## config.mk

```make
export PLATFORM = sky130hd
export DESIGN_NAME = load_store_unit
export DESIGN_NICKNAME = d
export VERILOG_FILES = /design/src/rtl/lsu_pkg.sv /design/src/rtl/lsu_wait_counter.sv /design/src/rtl/load_store_unit.sv
export SDC_FILE = /design/constraint.sdc
export NUM_CORES = 1
export LEC_CHECK = 0
export CAP_MARGIN = 20
export CORE_AREA = 2 2 155 157
export DETAILED_ROUTE_END_ITERATION = 10
export DIE_AREA = 0 0 157 159
export GPL_TIMING_DRIVEN = 0
export PLACE_DENSITY = 0.73
export REMOVE_ABC_BUFFERS = 1
export SLEW_MARGIN = 20
export SYNTH_ARGS = -nofsm -noshare
export SYNTH_HDL_FRONTEND = slang
export SYNTH_SLANG_ARGS = --single-unit
export TNS_END_PERCENT = 5
```

## constraint.sdc

```tcl
create_clock -name clk -period 2.2 [get_ports clk]
set_input_delay 0.44 -clock clk [delete_from_list [all_inputs] [get_ports clk]]
set_output_delay 0.44 -clock clk [all_outputs]
set_load 0.02 [all_outputs]
```

## src/rtl/lsu_pkg.sv

```systemverilog
// Shared types and defaults for the load/store unit.
// Optional alignment checking is enabled with the LSU_ALIGN_CHECK_EN macro.
package lsu_pkg;

   localparam int LSU_ADDR_W      = 64;
   localparam int LSU_DATA_W      = 64;
   localparam int LSU_MEM_LATENCY = 1;
   localparam int LSU_CNT_W       = 4;

   typedef enum logic [1:0] {
      IDLE   = 2'd0,
      ACCESS = 2'd1,
      WAIT   = 2'd2,
      RESP   = 2'd3
   } lsu_state_t;

endpackage

```

## src/rtl/lsu_wait_counter.sv

```systemverilog
// Load/decrement counter that times the memory latency window.
// is_one marks the final wait cycle, when load data is valid.
module lsu_wait_counter
   import lsu_pkg::*;
(
   input  logic                 clk,
   input  logic                 rst_n,
   input  logic                 load,
   input  logic                 dec,
   input  logic [LSU_CNT_W-1:0] load_val,
   output logic                 is_one
);

   logic [LSU_CNT_W-1:0] count;

   always_ff @(posedge clk) begin
      if (!rst_n) begin
         count <= '0;
      end else if (load) begin
         count <= load_val;
      end else if (dec && (count != '0)) begin
         count <= count - 1'b1;
      end
   end

   assign is_one = (count == LSU_CNT_W'(1));

endmodule

```

## src/rtl/load_store_unit.sv

```systemverilog
// Single-outstanding load/store unit: IDLE -> ACCESS -> WAIT -> RESP.
// Define LSU_ALIGN_CHECK_EN to fault misaligned requests without a memory access.
module load_store_unit
   import lsu_pkg::*;
#(
   parameter int ADDR_W      = LSU_ADDR_W,
   parameter int DATA_W      = LSU_DATA_W,
   parameter int MEM_LATENCY = LSU_MEM_LATENCY
) (
   input  logic              clk,
   input  logic              rst_n,
   input  logic              ReqValid,
   input  logic              ReqWrite,
   input  logic [ADDR_W-1:0] ReqAddr,
   input  logic [DATA_W-1:0] ReqWData,
   output logic              ReqReady,
   output logic [ADDR_W-1:0] MemAddress,
   output logic [DATA_W-1:0] MemWriteData,
   output logic              MemRead,
   output logic              MemWrite,
   input  logic [DATA_W-1:0] MemReadData,
   output logic              RespValid,
   output logic [DATA_W-1:0] RespData,
   output logic              RespFault,
   output logic              Busy,
   output lsu_state_t        dbg_state
);

   // Handshake: a request transfers on a cycle where ReqValid && ReqReady;
   // ReqValid while not ready is dropped, and RespValid is a single-cycle pulse.

   localparam logic [LSU_CNT_W-1:0] LAT_INIT = LSU_CNT_W'(MEM_LATENCY);

   lsu_state_t        state, state_nx;
   logic              write_q;
   logic [ADDR_W-1:0] addr_q;
   logic [DATA_W-1:0] wdata_q;
   logic [DATA_W-1:0] resp_data_q;
   logic              accept;
   logic              misaligned;
   logic              capture;
   logic              wait_last;

   assign accept  = ReqValid && (state == IDLE);
   assign capture = (state == WAIT) && wait_last && !write_q;

`ifdef LSU_ALIGN_CHECK_EN
   logic fault_q;
   assign misaligned = (ReqAddr[2:0] != 3'b000);
   assign RespFault  = (state == RESP) && fault_q;

   always_ff @(posedge clk) begin
      if (!rst_n) begin
         fault_q <= 1'b0;
      end else if (accept) begin
         fault_q <= misaligned;
      end
   end
`else
   assign misaligned = 1'b0;
   assign RespFault  = 1'b0;
`endif

   always_ff @(posedge clk) begin
      if (!rst_n) begin
         state <= IDLE;
      end else begin
         state <= state_nx;
      end
   end

   always_comb begin
      state_nx = state;
      case (state)
         IDLE:    if (accept) state_nx = misaligned ? RESP : ACCESS;
         ACCESS:  state_nx = WAIT;
         WAIT:    if (wait_last) state_nx = RESP;
         RESP:    state_nx = IDLE;
         default: state_nx = IDLE;
      endcase
   end

   // Request latches double as the memory-side address/data, so they hold until the next accept.
   always_ff @(posedge clk) begin
      if (!rst_n) begin
         write_q     <= 1'b0;
         addr_q      <= '0;
         wdata_q     <= '0;
         resp_data_q <= '0;
      end else begin
         if (accept) begin
            write_q <= ReqWrite;
            addr_q  <= ReqAddr;
            wdata_q <= ReqWData;
         end
         if (capture) begin
            resp_data_q <= MemReadData;
         end
      end
   end

   lsu_wait_counter u_wait_counter (
      .clk      (clk),
      .rst_n    (rst_n),
      .load     (state == ACCESS),
      .dec      (state == WAIT),
      .load_val (LAT_INIT),
      .is_one   (wait_last)
   );

   assign ReqReady     = (state == IDLE);
   assign Busy         = (state != IDLE);
   assign MemRead      = (state == ACCESS) && !write_q;
   assign MemWrite     = (state == ACCESS) && write_q;
   assign MemAddress   = addr_q;
   assign MemWriteData = wdata_q;
   assign RespValid    = (state == RESP);
   assign RespData     = resp_data_q;
   assign dbg_state    = state;

endmodule

```

Word level (Yosys, flattened, before mapping)
Cells that the tools add are included.
{ "word_totals": {"out_inout_bits": 200, "inputBits": 196, "reg_bits": 199} }
{ "classes": {"eq_ne": 6, "reduce_logical": 13, "add_sub_neg": 1, "bitwise": 1, "n_mux": 5} }
{ "ops": {"columns": ["op", "n"], "rows": [
  ["2-bit case mux with 4 select lines", 1],
  ["1-bit logical AND", 6],
  ["2-bit equality test, second input constant", 2],
  ["4-bit by 1-bit equality test with 1-bit output, second input constant", 1],
  ["2-bit 2-to-1 mux", 2],
  ["2-bit nonzero test", 2],
  ["4-bit nonzero test", 1],
  ["4-bit by 1-bit subtractor with 4-bit output, second input constant", 1],
  ["2-bit by 1-bit equality test with 1-bit output, second input constant", 1],
  ["2-bit zero test", 1],
  ["1-bit 2-to-1 mux", 2],
  ["2-bit by 1-bit != test with 1-bit output, second input constant", 1],
  ["2-bit != test, second input constant", 1],
  ["2-bit AND reduction", 1],
  ["2-bit OR reduction", 1],
  ["1-bit zero test", 1],
  ["1-bit inverter", 1]
]} }

Longest topological paths before layout
Gate-level depths: netlist of the first run.
{ "logic_depth": {"ltp_word": 4, "depth_mapped": 7, "mapped_depth_nobuf": 5} }

Hierarchy
From an unflattened synthesis of the first run, not the netlist that was laid out.
{ "unflattened": {"hier_cells": 903, "area_unflattened_um2": 7608.5} }
{ "by_module_without_submodules": {"columns": ["module", "area_each_um2", "n_inst", "cells_each"], "rows": [
  ["load_store_unit", 7337.0, 1, 868],
  ["lsu_wait_counter", 271.5, 1, 35]
]} }

Worst setup path before layout of the first run
OpenSTA, ideal clock, no wires.
{ "synth_path": {"path_kind": "flip-flop to flip-flop", "startpoint": "reg state[0], in the netlist dbg_state[0]", "endpoint": "reg addr_q[23], in the netlist MemAddress[23]", "path_stages_with_launch": 8, "path_slack_ps": 456, "arrival_time_ps": 1668, "period_less_slack_ps": 1744, "path_cell_list": "dfxtp_1 > inv_1 > ha_1 > nand2_1 > buf_2 > buf_1 > nand2_1 > a21boi_0"} }
{ "synth_via": {"elab_chain_cells": 2} }
{ "synth_lines": {"columns": ["element", "line", "rtl"], "rows": [
  ["start: declaration", "load_store_unit.sv:34", "lsu_state_t state, state_nx;"],
  ["start signal: assignment", "load_store_unit.sv:68", "state <= state_nx;"],
  ["2-bit zero test", null, null],
  ["net ReqReady", "load_store_unit.sv:16", "output logic ReqReady,"],
  ["1-bit logical AND", "load_store_unit.sv:44", "assign accept = ReqValid && (state == IDLE);"],
  ["end signal: assignment", "load_store_unit.sv:93", "addr_q <= ReqAddr;"],
  ["end: declaration", "load_store_unit.sv:36", "logic [ADDR_W-1:0] addr_q;"]
]} }
The timed path passes the listed nets, and every way through them passes these cells.
A chain may end at the register's enable or synchronous reset.

Worst setup path in the final report of the first run
{ "layout_path": {"startpoint": "reg state[0], in the netlist dbg_state[0]", "endpoint": "out Busy"} }
{ "layout_via": {"elab_chain_cells": 1} }
{ "layout_lines": {"columns": ["element", "line", "rtl"], "rows": [
  ["2-bit nonzero test", "load_store_unit.sv:112", "assign Busy = (state != IDLE);"],
  ["end: declaration", "load_store_unit.sv:25", "output logic Busy,"]
]} }
No other way between the ends.

==> results.yml, run 1 <==
setup_path:
  path_depth: 4
  reg2reg_depth: 5
  arrival_ns: 1.62
  cp_max_fo: 6
  crit_path_max_incr_delay_ns: 0.41
  crit_family: "buffers and inverters"
  critPathBufInv: 3
  worst-setup-path-type: "flip-flop to primary output"
  critPathLaunchType: "flip-flop"
  cp-end-kind: "primary output"
  crit_chain: "inv_1 -> ha_2 -> inv_1 -> dlygate4sd2_1"
  cpMostUsedCell: "inv_1"
  slowest_stage: "dfxtp_1"
  cp.required_ns: 1.76
synthesis:
  ys_seq_elements: 199
  yosys-mux-area-fraction_pct: 8.625
  synth_compound_area_share_pct: 13.21
  synth-adder-area-share_pct: 0.9801
  ys_types: 28
  ys_seq_area_share_pct: 52.01
  syn-instance-count: 884
  synthXorXnorAreaFrac_pct: 0
  synth.cell_area_mm2: 0.007660
  synth_warnings: 0
  yosys.area_share.simple_pct: 20.57
  avgSynthCellArea_um2: 8.665
  synth_top_family_by_area: "simple AND/OR/NAND/NOR gates"
final_layout:
  fin_nets: 1441
  seqCellArea_mm2: 0.003985
  layout-drive-gt1-share_pct: 3.994
  area_growth_pct: 62.35
  fillers: 2120
  multiInputGateArea_mm2: 0.003364
clock_tree:
  holdBufCountCts: 0
  clockBufferDepth: 2
  cts_made_buffers: 17
  cts_tree: "built"
  root_buffer: "clkbuf_16"
  cts_max_level: 4
  clk_pin_slew_ns: 0.08
  clock_latency_ns: 0.42
  clock_sinks: 199
placed_design:
  gp_congestion: 0.7970
  io_buffers: 394
  dp_hpwl_mm: 16.94
sta:
  fin_worst_skew_ns: 0.01332
  tightest_slew_ns: 0.7258
  rsz0062_at_grt: "false"
  finalSetupViolations: 0
  period_minus_slack_ns: 2.056
  fmax_ghz: 0.4864
  finalSetupTns_ns: 0
  finalHoldViolCount: 0
  slew_headroom_pct: 51.61
  period_share_pct: 93.45
  drv_slew: 0
flow_run:
  cap_violations: 0
status:
  status: "complete, no violations"
power_and_ir_drop:
  p_per_area_mw_per_mm2: 935.3
  p_int_mw: 7.519
  p_clk_share_pct: 26.2
  switchingPower_mw: 4.113
  vdd_drop_max_mv: 0.4011
  leakage_nw: 4.494
  power_frac_comb_pct: 35.7
  fin_total_pwr_mw: 11.63
  switching_share_pct: 35.36
  seqPwrFrac_pct: 38.1
global_route:
  grt_max_degree: 102
  antenna_found_initial: 2
  grt_pass1_wl_mm: 35.98
  first_global_vias: 6759
  grtUsageTotal_pct: 18.22
  gr-total-overflow: 0
detailed_routing:
  drt-total-wl_mm: 24.14
  drtIter0Drc: 286
  post-route-drc-count: 0
  drtAntennaViolNets: 0
  wl_per_cell_um: 15.36
  route.vias.total: 7013
  drt-vias-per-instance: 4.461
  dr.pass1.iters: 4
floorplanning:
  die_h_um: 159
  die_x_um: 157
  rows: 56
  dieArea_mm2: 0.02496
  io_pins: 396
  start_util_pct: 33.03
  coreArea_mm2: 0.02319
worst_hold_path:
  hp-class: "input pin to flip-flop"
  whs_path_depth: 2
[worst register-to-register path, cell delays in order (launching register included)]
cell and delay (ns):
dfxtp_1 0.36, inv_1 0.10, ha_2 0.31, and4b_4 0.59
buf_12 0.31, mux2i_1 0.25
[cell type report]
type	count	share of cell area (%)
timing repair buffer	400	32.98
sequential	199	32.05
multi-input combinational	616	27.06
clock buffer	18	3.451
tap	319	3.210
clock inverter	14	1.087
inverter	5	0.1509
antenna	1	0.02012
[synth_stat cells, drive strengths merged]
cell	count	area [µm²]
a21boi	129	968.4
a21oi	3	15.01
a2bb2oi	1	8.760
and2	2	12.51
and3	2	18.77
and4b	1	10.01
buf	35	214.0
clkbuf	31	116.4
conb	1	3.750
dfxtp	199	3984
ha	6	75.07
inv	5	18.77
mux2i	66	660.6
nand2	391	1468
nand2b	1	6.260
nand4b	1	8.760
nor2	3	11.26
nor2b	1	6.260
nor3	1	5.000
nor4b	1	8.760
o221a	1	11.26
o31a	1	8.760
or3b	2	20.02
[power by group through the flow]
stage,sequential [mW],combinational [mW],clock [mW]
floorplan,5.15,1.40,0
global placement,4.36,3.62,0
detailed placement,4.52,4.14,0
CTS,4.43,4.13,3.16
global route,4.50,4.49,3.29
finish,4.43,4.15,3.05
[placed cells by master, fill, tap and decap left out, drive strengths merged]
master	Yosys	final
inv	5	13
dfxtp	199	199
diode	0	1
buf	35	7
clkdlybuf4s50	0	389
mux2i	66	66
and4b	1	2
ha	6	6
clkbuf	31	18
nand4b	1	1
clkinv	0	6
conb	1	1
nand2	391	391
and3	2	2
nor3	1	1
nand2b	1	1
a21boi	129	129
and2	2	3
or3b	2	2
nor2b	1	1
nor2	3	3
o31a	1	1
a2bb2oi	1	1
nor4b	1	1
dlygate4sd2	0	4
a21oi	3	3
o221a	1	1
[flip-flops by register name, indices dropped and copies added, names as in the netlist]
signal / flops
MemAddress: 64
MemWriteData: 64
RespData: 64
dbg_state: 2
u_wait_counter.count: 4
write_q: 1
[path summary, 6_finish.rpt]
kind                                   start                      end  slack [ns]
worst max-delay path            dbg_state[0]                     Busy        0.14
worst min-delay path                   rst_n  u_wait_counter.count[0]        0.42
worst max register to register  dbg_state[0]             RespData[19]        0.23
worst min register to register  RespData[20]             RespData[20]        0.46
[stage by stage]
| stage | util (%) | cell area [µm²] | hold WS [ns] | setup slack (ns) | cells |
|---|---|---|---|---|---|
| floorplan | - | 7330 | 0.4653 | -1.287 | 818 |
| global placement | 50.33 | 11670 | 0.4405 | -5.665 | 1531 |
| detailed placement | 51.09 | 11850 | 0.4479 | -0.3033 | 1537 |
| CTS | 53.52 | 12410 | 0.3926 | 0.02741 | 1569 |
| global route | 53.62 | 12440 | 0.4202 | 0.05420 | 1572 |
| finish | 53.62 | 12440 | 0.4151 | 0.1441 | 1572 |
[per-layer routing]
layer	routed length (µm)	vias to the layer above	share of wire (%)	GRT usage, %
met5	13	-	0.054	0
met4	826	2	3.4	7.840
met3	2075	49	8.6	6.342
met2	11400	255	47	30.32
met1	9827	3164	41	21.12
li1	-	3543	-	-
[repair_timing]
action / CTS / global route
cloned: 0 / 2
setup endpoints to repair: 37 / 75
gates resized for setup: 6 / 1
pin swaps: 2 / 1
setup buffers: 0 / 0
[cell families (layout without fill, tap and decap cells)]
| logic type | after synthesis | in the layout |
|---|---|---|
| AND/OR/NAND/NOR | 406 | 408 |
| flip-flops | 199 | 199 |
| AO/OA/AOI/OAI | 135 | 135 |
| buffers and inverters | 71 | 437 |
| multiplexers | 66 | 66 |
| adder cells (fa/ha/maj) | 6 | 6 |
| other | 1 | 2 |
Power figures use the tool's default switching activity.
==> run 2, diff against run 1 <==
--- a/config.mk
+++ b/config.mk
@@ -10,6 +10,7 @@
 export DETAILED_ROUTE_END_ITERATION = 10
 export DIE_AREA = 0 0 157 159
 export GPL_TIMING_DRIVEN = 0
+export MAX_ROUTING_LAYER = met4
 export PLACE_DENSITY = 0.73
 export REMOVE_ABC_BUFFERS = 1
 export SLEW_MARGIN = 20
==> results.yml, run 2 (synthesized netlist as in run 1, its figures left out) <==
status:
  status: "complete, no violations"
power_and_ir_drop:
  switching_share_pct: 35.41
  switchingPower_mw: 4.122
  power_frac_comb_pct: 35.7
  p_clk_share_pct: 26.2
  p_per_area_mw_per_mm2: 935.9
  p_int_mw: 7.519
  seqPwrFrac_pct: 38.1
  vdd_drop_max_mv: 0.4031
  leakage_nw: 4.494
floorplanning:
  rows: 56
  coreArea_mm2: 0.02319
  io_pins: 396
  die_x_um: 157
  start_util_pct: 33.03
  die_h_um: 159
  dieArea_mm2: 0.02496
clock_tree:
  cts_made_buffers: 17
  clockBufferDepth: 2
  clk_pin_slew_ns: 0.08
  cts_tree: "built"
  clock_sinks: 199
  root_buffer: "clkbuf_16"
  cts_max_level: 4
  cts_setup_buffers: 0
  clock_latency_ns: 0.43
final_layout:
  layoutNonFillerInstCount: 1573
  layout_commonest_cell: "nand2_1"
  layout-drive-gt1-share_pct: 3.994
  multiInputGateArea_mm2: 0.003364
  fin_nets: 1441
  final_util_pct: 53.63
  fillers: 2121
  area_growth_pct: 62.38
  layout_common_cells: "390 x nand2_1, 389 x clkdlybuf4s50_1, 198 x dfxtp_1, 129 x a21boi_0, 66 x mux2i_1"
  design_area_mm2: 0.01244
  seqCellArea_mm2: 0.003985
detailed_routing:
  drtIter0Drc: 339
  dr.pass1.iters: 4
  post-route-drc-count: 0
  wl_per_cell_um: 15.40
  drt-total-wl_mm: 24.22
  drtAntennaViolNets: 0
  drt-vias-per-instance: 4.452
  route.vias.total: 7003
setup_path:
  cp-endpoint: "Busy"
  critPathLaunchType: "flip-flop"
  cp-end-kind: "primary output"
  cp.required_ns: 1.76
  rr_startpoint: "dbg_state[0]"
  reg2reg_depth: 6
  worst_r2r_endpoint: "MemAddress[8]"
  worst-r2r-setup-slack_ns: 0.21
  worst-setup-path-type: "flip-flop to primary output"
  arrival_ns: 1.62
  cp_max_fo: 6
  crit_start: "dbg_state[0]"
worst_hold_path:
  hp-class: "input pin to flip-flop"
sta:
  slew_headroom_pct: 52.20
  hold_slack_ns: 0.4175
  finalSetupViolations: 0
  fmax_ghz: 0.4861
  finalSetupTns_ns: 0
  finalHoldViolCount: 0
  period_minus_slack_ns: 2.057
  period_share_pct: 93.50
  fin_worst_skew_ns: 0.01342
  rsz0062_at_grt: "false"
  drv_slew: 0
  tightest_slew_ns: 0.7170
placed_design:
  dpl_cell_area_mm2: 0.01185
  gp_congestion: 0.8084
  io_buffers: 394
  dp_cells: 1537
  dp_hpwl_mm: 16.94
global_route:
  grt_max_degree: 102
  antenna_found_initial: 2
  grtUsageTotal_pct: 18.79
  gr-total-overflow: 0
  first_global_vias: 6776
  grt_pass1_wl_mm: 35.89
flow_run:
  cap_violations: 0
[run 2: power groups by stage]
stage                     Combinational, mW  Clock [mW]  Sequential [mW]
final                                  4.16        3.05             4.43
after global placement                 3.62           0             4.36
after global routing                   4.50        3.30             4.50
after detailed placement               4.14           0             4.52
after floorplan                        1.40           0             5.15
after CTS                              4.13        3.16             4.43
[run 2: worst min path at each step]
stage | start | cells past startpoint | slack [ns] | endpoint
final | rst_n | 2 | 0.42 | u_wait_counter.count[0]
after CTS | rst_n | 2 | 0.39 | u_wait_counter.count[0]
after global placement | RespData[4] | 2 | 0.44 | RespData[4]
after global routing | rst_n | 3 | 0.42 | dbg_state[1]
after floorplan | write_q | 2 | 0.47 | write_q
after detailed placement | RespData[53] | 2 | 0.45 | RespData[53]
[run 2: layer usage]
layer,vias to the layer above,routed length (µm),track usage [%]
li1,3544,-,-
met1,3170,10380,22.03
met2,242,11400,30.32
met3,47,1618,5.035
met4,0,820,7.840
met5,-,0,-
[run 2: critical path, cell delays in order, from the launching register on]
cell and delay, ns:
dfxtp_1 0.41, inv_1 0.09, ha_2 0.26, inv_1 0.10, dlygate4sd2_1 0.34
[run 2: cell type report]
class / count / share of cell area, %
Antenna cell: 2 / 0.04024
Clock buffer: 18 / 3.450
Clock inverter: 14 / 1.086
Inverter: 5 / 0.1509
Multi-Input combinational cell: 616 / 27.05
Sequential cell: 199 / 32.04
Tap cell: 319 / 3.209
Timing Repair Buffer: 400 / 32.97
[run 2: timing repair]
item | 4_1_cts | 5_1_grt
setup endpoints to repair | 37 | 78
gates resized for setup | 6 | 1
gates cloned | 0 | 2
hold buffers | 0 | 0
pin swaps | 2 | 1
[run 2: stage by stage]
step	total power, mW	setup slack (ns)
after floorplan	6.552	-1.287
after global placement	7.987	-5.665
final	11.64	0.1429
after global routing	12.29	0.05261
after detailed placement	8.660	-0.3033
after CTS	11.72	0.02741
